[src/rtl/pipe_addsub_n_pkg.sv]
// Shared types for the pipelined add/subtract unit.
//   op_e           : operation select carried with each beat
//   addsub_flags_t : carry / signed-overflow / zero result flags
//   DEF_N, DEF_CHUNK : default width and per-stage slice width
package adder_pkg;

    typedef enum logic {
        OP_ADD = 1'b0,  // a + b + ci
        OP_SUB = 1'b1   // a - b
    } op_e;

    typedef struct packed {
        logic co;
        logic ov;
        logic zero;
    } addsub_flags_t;

    localparam int DEF_N     = 16;
    localparam int DEF_CHUNK = 4;

endpackage

[src/rtl/pipe_addsub_n_slice.sv]
// Combinational ripple-carry building blocks.
//   full_adder_1 : a_i, b_i, ci_i -> s_o, co_o (one bit)
//   addsub_slice : W-bit ripple chain of full_adder_1 cells
//                  a_i[W], b_i[W], ci_i -> s_o[W], co_o
module full_adder_1 (
    input  logic a_i,
    input  logic b_i,
    input  logic ci_i,
    output logic s_o,
    output logic co_o
);
    assign s_o  = a_i ^ b_i ^ ci_i;
    assign co_o = (a_i & b_i) | (ci_i & (a_i ^ b_i));
endmodule

module addsub_slice #(
    parameter int W = 4
) (
    input  logic [W-1:0] a_i,
    input  logic [W-1:0] b_i,
    input  logic         ci_i,
    output logic [W-1:0] s_o,
    output logic         co_o
);
    logic [W:0] c;

    assign c[0] = ci_i;

    for (genvar i = 0; i < W; i++) begin : g_fa
        full_adder_1 u_fa (
            .a_i  (a_i[i]),
            .b_i  (b_i[i]),
            .ci_i (c[i]),
            .s_o  (s_o[i]),
            .co_o (c[i+1])
        );
    end

    assign co_o = c[W];
endmodule

[src/rtl/pipe_addsub_n.sv]
// Pipelined N-bit add/subtract, one CHUNK-bit ripple slice per register stage.
// The carry and the unconsumed operand bits move one stage per cycle, so each
// slice adds in its own cycle; finished low slices travel alongside.
// Ports:
//   clk, rst             : clock, async active-high reset
//   in_valid / in_ready  : operand handshake (a, b, ci, op sampled on transfer)
//   out_valid / out_ready: result handshake (s, co, ov, zero)
// Latency is STAGES = N/CHUNK cycles; a single global advance enable stalls
// the whole pipe when the output is held.
module pipe_addsub_n
    import adder_pkg::*;
#(
    parameter int N     = DEF_N,
    parameter int CHUNK = DEF_CHUNK
) (
    input  logic         clk,
    input  logic         rst,
    input  logic         in_valid,
    output logic         in_ready,
    input  logic [N-1:0] a,
    input  logic [N-1:0] b,
    input  logic         ci,
    input  logic         op,
    output logic         out_valid,
    input  logic         out_ready,
    output logic [N-1:0] s,
    output logic         co,
    output logic         ov,
    output logic         zero
);
    localparam int STAGES = N / CHUNK;
    localparam int L      = STAGES - 1;
    // Inter-stage operand/carry registers exist only between stages.
    localparam int P      = (STAGES > 1) ? STAGES - 1 : 1;

    if (N % CHUNK != 0) begin : g_bad_cfg
        $error("pipe_addsub_n: N must be a multiple of CHUNK");
    end

    logic adv, take, rdy_q;

    logic [STAGES-1:0]                 vld_q;
    logic [STAGES-1:0][N-1:0]          s_q;
    logic [P-1:0][N-1:0]               a_q, b_q;
    logic [P-1:0]                      c_q;

    logic [STAGES-1:0][N-1:0]          a_in, b_in, s_in, s_nx;
    logic [STAGES-1:0]                 c_in;
    logic [STAGES-1:0][CHUNK-1:0]      sl_s;
    logic [STAGES-1:0]                 sl_c;

    addsub_flags_t flg_d, flg_q;

    // Whole pipe moves together; it only stops when a result is held.
    assign adv      = !vld_q[L] || out_ready;
    // rdy_q keeps the unit closed during reset and for the first cycle after.
    assign in_ready = adv && rdy_q;
    assign take     = in_valid && in_ready;

    always_comb begin
        a_in = '0;
        b_in = '0;
        c_in = '0;
        s_in = '0;
        s_nx = '0;
        // Subtract as a + ~b + 1.
        a_in[0] = a;
        b_in[0] = (op_e'(op) == OP_SUB) ? ~b : b;
        c_in[0] = (op_e'(op) == OP_SUB) ? 1'b1 : ci;
        for (int k = 1; k < STAGES; k++) begin
            a_in[k] = a_q[k-1];
            b_in[k] = b_q[k-1];
            c_in[k] = c_q[k-1];
            s_in[k] = s_q[k-1];
        end
        for (int k = 0; k < STAGES; k++) begin
            s_nx[k] = s_in[k];
            s_nx[k][k*CHUNK +: CHUNK] = sl_s[k];
        end
        // Flags use the fully assembled result of the last slice.
        flg_d.co   = sl_c[L];
        flg_d.ov   = (a_in[L][N-1] == b_in[L][N-1]) && (s_nx[L][N-1] != a_in[L][N-1]);
        flg_d.zero = (s_nx[L] == '0);
    end

    for (genvar k = 0; k < STAGES; k++) begin : g_stg
        addsub_slice #(.W(CHUNK)) u_slice (
            .a_i  (a_in[k][k*CHUNK +: CHUNK]),
            .b_i  (b_in[k][k*CHUNK +: CHUNK]),
            .ci_i (c_in[k]),
            .s_o  (sl_s[k]),
            .co_o (sl_c[k])
        );
    end

    always_ff @(posedge clk or posedge rst) begin
        if (rst) begin
            rdy_q <= 1'b0;
            vld_q <= '0;
            s_q   <= '0;
            a_q   <= '0;
            b_q   <= '0;
            c_q   <= '0;
            flg_q <= '0;
        end else begin
            rdy_q <= 1'b1;
            if (adv) begin
                vld_q[0] <= take;
                for (int k = 1; k < STAGES; k++) vld_q[k] <= vld_q[k-1];
                for (int k = 0; k < STAGES - 1; k++) begin
                    a_q[k] <= a_in[k];
                    b_q[k] <= b_in[k];
                    c_q[k] <= sl_c[k];
                end
                s_q   <= s_nx;
                flg_q <= flg_d;
            end
        end
    end

    assign out_valid = vld_q[L];
    assign s         = s_q[L];
    assign co        = flg_q.co;
    assign ov        = flg_q.ov;
    assign zero      = flg_q.zero;

endmodule
[config.mk]
export PLATFORM = sky130hd
export DESIGN_NAME = pipe_addsub_n
export DESIGN_NICKNAME = d
export VERILOG_FILES = /design/src/rtl/pipe_addsub_n_pkg.sv /design/src/rtl/pipe_addsub_n_slice.sv /design/src/rtl/pipe_addsub_n.sv
export SDC_FILE = /design/constraint.sdc
export NUM_CORES = 1
export LEC_CHECK = 0
export BUFFER_PORTS_ARGS = -buffer_cell sky130_fd_sc_hd__clkbuf_2
export CAP_MARGIN = 5
export CORE_MARGIN = 8
export CORE_UTILIZATION = 51
export DETAILED_ROUTE_END_ITERATION = 8
export GPL_ROUTABILITY_DRIVEN = 0
export GPL_TIMING_DRIVEN = 0
export PLACE_DENSITY = 0.79
export SETUP_SLACK_MARGIN = 0.4
export SYNTH_ARGS = -nofsm -noshare
export SYNTH_HDL_FRONTEND = slang
export SYNTH_SLANG_ARGS = --single-unit
[constraint.sdc]
create_clock -name clk -period 3.2 [get_ports clk]
set_input_delay 0.64 -clock clk [delete_from_list [all_inputs] [get_ports clk]]
set_output_delay 0.64 -clock clk [all_outputs]
set_load 0.03 [all_outputs]
# == Word level (Yosys, flattened, before mapping) ==
# Index checks and enable logic that the tools add are counted.
# word_totals
reg_bits,147
word_cells,107
# classes
n_mux,2
reduce_logical,6
n_eq_ne,2
bitwise_logic,81
# op_table
cell,count
AND 1 bit,32
XOR 1 bit,32
logical NOT 16 bit,1
2-to-1 mux 16 bit,1
NOT 16 bit,1
bitwise OR 1 bit,16
logical AND 1 bit,3
equality test 1 bit,1
logical NOT 1 bit,1
logical OR 1 bit,1
2-to-1 mux 1 bit,1
inequality test 1 bit,1

# == Depth between registers and ports, before layout ==
# logic_depth
ltp_word,11
depth_mapped,10
ltp_nobuf,10

# == Hierarchy ==
# A second synthesis with hierarchy kept.
# hier_totals
hier_cells,446
hier_area_um2,4229.1
# modules_own_cells
mod,area_each_um2,n_inst,seq_area_each_um2,cells_each
pipe_addsub_n,3908.7,1,2477.4,430
full_adder_1,20.0,16,0.0,1

# == Least setup slack after synthesis ==
# No wires, ideal clock.
# synth_timing
path_kind,input to register
start,input op
end,"register s_q, in the netlist s_in[19]"
setup_slack_ns,0.338
arrival_time_ns,2.745
n_path_buf,2
setup_time_ns,0.116
cell_stages,10
path_cell_list,buf_6 buf_6 xnor2_1 fa_1 fa_1 fa_1 inv_1 fa_1 nand2_1 nand2_1
# synth_between
elab_chain_cells,9
# synth_lines
item,line,rtl
from (decl),pipe_addsub_n.sv:23,"input logic op,"
2-to-1 mux 16 bit,pipe_addsub_n.sv:68,b_in[0] = (op_e'(op) == OP_SUB) ? ~b : b;
XOR 1 bit,pipe_addsub_n_slice.sv:13,assign co_o = (a_i & b_i) | (ci_i & (a_i ^ b_i));
AND 1 bit,pipe_addsub_n_slice.sv:13,
bitwise OR 1 bit,pipe_addsub_n_slice.sv:13,
AND 1 bit,pipe_addsub_n_slice.sv:13,
bitwise OR 1 bit,pipe_addsub_n_slice.sv:13,
AND 1 bit,pipe_addsub_n_slice.sv:13,
bitwise OR 1 bit,pipe_addsub_n_slice.sv:13,
XOR 1 bit (*),pipe_addsub_n_slice.sv:12,assign s_o = a_i ^ b_i ^ ci_i;
via g_stg[0].u_slice.g_fa[3].u_fa.s_o,pipe_addsub_n_slice.sv:9,"output logic s_o,"
to (signal assigned),pipe_addsub_n.sv:115,s_q <= s_nx;
to (decl),pipe_addsub_n.sv:43,logic [STAGES-1:0][N-1:0] s_q;
# The timed path passes the listed nets; every way through them passes the cells marked *.
# A chain may end at the register's enable or synchronous reset.

# == Worst setup path after layout ==
# layout_timing
start,"register a_q, in the netlist a_in[60]"
end,"register flg_q, in the netlist ov"
# layout_between
elab_chain_cells,10
# layout_lines
item,line,rtl
from (decl),pipe_addsub_n.sv:44,"logic [P-1:0][N-1:0] a_q, b_q;"
"from (signal, indexed assignment)",pipe_addsub_n.sv:111,a_q[k] <= a_in[k];
XOR 1 bit,pipe_addsub_n_slice.sv:13,
AND 1 bit,pipe_addsub_n_slice.sv:13,
bitwise OR 1 bit (*),pipe_addsub_n_slice.sv:13,
AND 1 bit (*),pipe_addsub_n_slice.sv:13,
bitwise OR 1 bit (*),pipe_addsub_n_slice.sv:13,
AND 1 bit (*),pipe_addsub_n_slice.sv:13,
bitwise OR 1 bit (*),pipe_addsub_n_slice.sv:13,
XOR 1 bit (*),pipe_addsub_n_slice.sv:12,
inequality test 1 bit (*),pipe_addsub_n.sv:82,flg_d.ov = (a_in[L][N-1] == b_in[L][N-1]) && (s_nx[L][N-1] != a_in[L][N-1]);
logical AND 1 bit (*),pipe_addsub_n.sv:82,
to (signal assigned),pipe_addsub_n.sv:116,flg_q <= flg_d;
to (decl),pipe_addsub_n.sv:52,"addsub_flags_t flg_d, flg_q;"
# Mark *: on every way between the ends. The rest lies on a longest branch, timed or not.

==> run_summary.xml <==
<?xml version="1.0" encoding="UTF-8"?>
<metrics>
  <group name="outcome">
    <metric name="run_status" unit="">finished clean</metric>
  </group>
  <group name="timing">
    <metric name="maxSlewViolCount" unit="">0</metric>
    <metric name="upper_clock_frequency_limit" unit="GHz">0.3757</metric>
    <metric name="holdWs" unit="ns">0.4137</metric>
    <metric name="fin_tns_setup" unit="ns">0</metric>
    <metric name="maxSlewHeadroom" unit="">0.4606</metric>
    <metric name="tightest_slew" unit="ns">0.8074</metric>
    <metric name="timing.final.crit_period" unit="ns">2.662</metric>
    <metric name="unrepaired_setup_endpoints_after_global_routing" unit="">no</metric>
    <metric name="final_hold_violating_endpoints" unit="">0</metric>
    <metric name="skew" unit="ns">0.01354</metric>
    <metric name="final.period_utilization" unit="">0.8318</metric>
    <metric name="finalSetupViolCount" unit="">0</metric>
  </group>
  <group name="clocking">
    <metric name="cts_htree_levels" unit="">3</metric>
    <metric name="cts_made_buffers" unit="">9</metric>
    <metric name="quantity_of_gates_resized_following_cts" unit="">0</metric>
    <metric name="clk-insertion-delay-late" unit="ns">0.36</metric>
    <metric name="clock_root_buffer_master" unit="">sky130_fd_sc_hd__clkbuf_8</metric>
    <metric name="ctsLongestPathBuffers" unit="">2</metric>
    <metric name="numClockSinks" unit="">99</metric>
    <metric name="cts_tree" unit="">yes</metric>
    <metric name="worst_setup_hold_path_clk_slew" unit="ns">0.09</metric>
    <metric name="post_cts_buffers" unit="">0</metric>
    <metric name="holdBufCountCts" unit="">0</metric>
  </group>
  <group name="logic_synthesis">
    <metric name="postSynthRegisterBits" unit="">99</metric>
    <metric name="syn-cell-area" unit="um2">4312</metric>
    <metric name="synth_sequential_area_ratio" unit="">0.5746</metric>
    <metric name="synth_top_family_by_area" unit="">simple AND/OR/NAND/NOR gates</metric>
    <metric name="synth_compound_gate_area_share" unit="">0.04353</metric>
    <metric name="synth_mux_area_frac" unit="">0</metric>
    <metric name="mappedNetlistNets" unit="">502</metric>
    <metric name="synth-simple-area-share" unit="">0.2060</metric>
    <metric name="yosys_warnings" unit="">0</metric>
    <metric name="syn_area_per_cell" unit="um2">9.646</metric>
    <metric name="synth_cell_types" unit="">24</metric>
    <metric name="synth_adder_area_share" unit="">0.07719</metric>
    <metric name="synth-xor-area-share" unit="">0.03453</metric>
    <metric name="syn-instance-count" unit="">447</metric>
  </group>
  <group name="flow_run">
    <metric name="max_cap_viol_count" unit="">0</metric>
  </group>
  <group name="worst_setup_path">
    <metric name="setup.worst_path.class" unit="">flip-flop to flip-flop</metric>
    <metric name="crit_path_end_kind" unit="">flip-flop</metric>
    <metric name="critical_path.max_fanout" unit="">3</metric>
    <metric name="critical_path_cell_by_cell" unit="">inv_1, fa_1, inv_1, fa_1, fa_1, inv_1, fa_1, xor2_1, o31ai_1</metric>
    <metric name="cp.required" unit="ns">3.46</metric>
    <metric name="critPathArrivalTime" unit="ns">2.92</metric>
    <metric name="cp-start-kind" unit="">flip-flop</metric>
    <metric name="path_common_cell" unit="">sky130_fd_sc_hd__fa_1</metric>
    <metric name="cp_slowest_cell" unit="">sky130_fd_sc_hd__fa_1</metric>
    <metric name="slowest_delay" unit="ns">0.47</metric>
    <metric name="critPathTopFamily" unit="">adder cells</metric>
    <metric name="worstPathBufferInverterCount" unit="">3</metric>
  </group>
  <group name="die">
    <metric name="design.core.area" unit="um2">8217</metric>
    <metric name="floorplan_die_area" unit="um2">11650</metric>
    <metric name="initial_core_util" unit="">0.5247</metric>
    <metric name="die_ht" unit="um">107.9</metric>
    <metric name="top_level_ports" unit="">59</metric>
    <metric name="rows" unit="">33</metric>
    <metric name="die-width" unit="um">107.9</metric>
  </group>
  <group name="final_layout">
    <metric name="syn_to_final_growth" unit="%">15.82</metric>
    <metric name="layout_commonest_cell" unit="">sky130_fd_sc_hd__nand2_1</metric>
    <metric name="insertedDiodeCount" unit="">0</metric>
    <metric name="finalNonFillerCells" unit="">626</metric>
    <metric name="fillCellCount" unit="">723</metric>
    <metric name="final_core_util" unit="">0.6077</metric>
    <metric name="post_route_cells_drive_above_1_share" unit="">0.1843</metric>
    <metric name="num-nets-final" unit="">572</metric>
    <metric name="layout.cells.most_common_list" unit="">sky130_fd_sc_hd__nand2_1, sky130_fd_sc_hd__dfrtp_1, sky130_fd_sc_hd__clkbuf_2</metric>
  </group>
  <group name="pwr">
    <metric name="total_power" unit="mW">4.833</metric>
    <metric name="pwr_per_cell_area" unit="nW/um2">967.9</metric>
    <metric name="max-vdd-ir-drop" unit="uV">333.6</metric>
    <metric name="static-leakage-power" unit="nW">2.611</metric>
  </group>
  <group name="placed_design">
    <metric name="dp_cells" unit="">611</metric>
    <metric name="numPortBuffers" unit="">57</metric>
    <metric name="detailedPlacementHpwl" unit="mm">6.650</metric>
  </group>
  <group name="routing">
    <metric name="first_iter_violations" unit="">117</metric>
    <metric name="route.detailed.wl_per_inst" unit="um">14.40</metric>
    <metric name="avgViaCountPerCell" unit="">4.879</metric>
    <metric name="route.top_layer_used" unit="">met4</metric>
    <metric name="detailed_route_wl" unit="mm">9.013</metric>
    <metric name="routed-via-count" unit="">3054</metric>
    <metric name="drtPass1Iterations" unit="">5</metric>
    <metric name="detail_route.wirelength.met1" unit="mm">4.003</metric>
    <metric name="drc" unit="">0</metric>
    <metric name="met2WireLength" unit="mm">4.423</metric>
    <metric name="dr_wl_met3" unit="um">471</metric>
    <metric name="postRouteAntennaNets" unit="">0</metric>
  </group>
  <group name="global_route">
    <metric name="first_global_vias" unit="">3233</metric>
    <metric name="overflow" unit="">0</metric>
    <metric name="largest_net_degree_at_the_start_of_global_routing" unit="">44</metric>
    <metric name="grt.total_usage" unit="">0.1664</metric>
    <metric name="grt_first_pass_wirelength" unit="mm">15.37</metric>
    <metric name="antenna_found_initial" unit="">0</metric>
  </group>
  <group name="min_path">
    <metric name="worst_hold_path_type" unit="">primary input to async pin</metric>
  </group>
</metrics>
==> routing by layer <==
layer  global-route usage  vias to the layer above
met1               0.2140                     1477
met3              0.03093                       10
met5                    0                        -
met2               0.2772                       75
met4              0.05550                        0
li1                     -                     1492
==> layout make-up <==
type                       count  area, um2  area share
buffer                        23      175.2     0.03508
clock buffer                  13      148.9     0.02982
clock inverter                 2      60.06     0.01203
inverter                      26      101.3     0.02030
multi-input combinational    299       1567      0.3137
sequential                    99       2477      0.4961
tap                          105      131.4     0.02631
timing repair buffer          59      332.8     0.06665
==> through the flow <==
stage	setup slack [ns]	area [um2]
2_1_floorplan	0.4224	4320
3_3_place_gp	0.3686	4737
3_5_place_dp	0.3114	4785
4_1_cts	0.5142	4994
5_1_grt	0.4005	4994
6_report	0.5382	4994
==> sequential cells by signal (all words and copies together), names as in the netlist <==
| signal | cells |
|---|---|
| a_in | 24 |
| co | 1 |
| vld_q | 4 |
| s_in | 24 |
| ov | 1 |
| rdy_q | 1 |
| zero | 1 |
| c_q | 3 |
| b_in | 24 |
| s | 16 |
==> where the power goes <==
part | total [mW] | internal, mW | leakage (nW) | switching [mW]
Combinational | 1.87 | 0.691 | 1.32 | 1.18
Clock | 0.851 | 0.459 | 0.104 | 0.392
Sequential | 2.11 | 1.79 | 1.19 | 0.327
==> cell usage after synthesis (all sizes together) <==
library cell	number	area (um2)
nor4	3	18.77
xor2	4	35.03
inv	26	97.59
buf	21	167.7
nor2	13	48.80
nand2	204	765.7
and2b	1	7.510
nand2b	2	20.02
dfrtp	99	2477
fa	16	320.3
and2	1	6.260
ha	1	12.51
o31ai	1	7.510
nand3	1	5.000
nand4	1	6.260
a21oi	12	60.06
xnor2	13	113.9
clkbuf	2	7.510
nor4bb	1	10.01
o21ai	24	120.1
conb	1	3.750
==> path summary, 6_finish.rpt <==
check / endpoint / start / slack [ns] / cells past startpoint
max: ov / a_in[60] / 0.54 / 9
min: vld_q[2] / rst / 0.41 / 2
max reg2reg: ov / a_in[60] / 0.54 / 9
min reg2reg: s[9] / s[9] / 0.47 / 2
max in group asynchronous: s_in[59] / rst / 2.12 / 3
min in group clk: s[9] / s[9] / 0.47 / 2
==> worst reg2reg max path, cell delays in order, from the launching register on <==
cell and delay (ns):
sky130_fd_sc_hd__dfrtp_1 0.38, sky130_fd_sc_hd__inv_1 0.09, sky130_fd_sc_hd__fa_1 0.19, sky130_fd_sc_hd__inv_1 0.06
sky130_fd_sc_hd__fa_1 0.46, sky130_fd_sc_hd__fa_1 0.43, sky130_fd_sc_hd__inv_1 0.09, sky130_fd_sc_hd__fa_1 0.47
sky130_fd_sc_hd__xor2_1 0.18, sky130_fd_sc_hd__o31ai_1 0.22
==> cells by family after synthesis <==
| kind of cell | after synthesis |
|---|---|
| other | 1 |
| AND/OR/NAND/NOR | 227 |
| AO/OA/AOI/OAI | 37 |
| flip-flops | 99 |
| buffers and inverters | 49 |
| XOR/XNOR | 17 |
| adder cells (fa/ha/maj) | 17 |
Note: power is estimated with default switching activity, not from simulation.
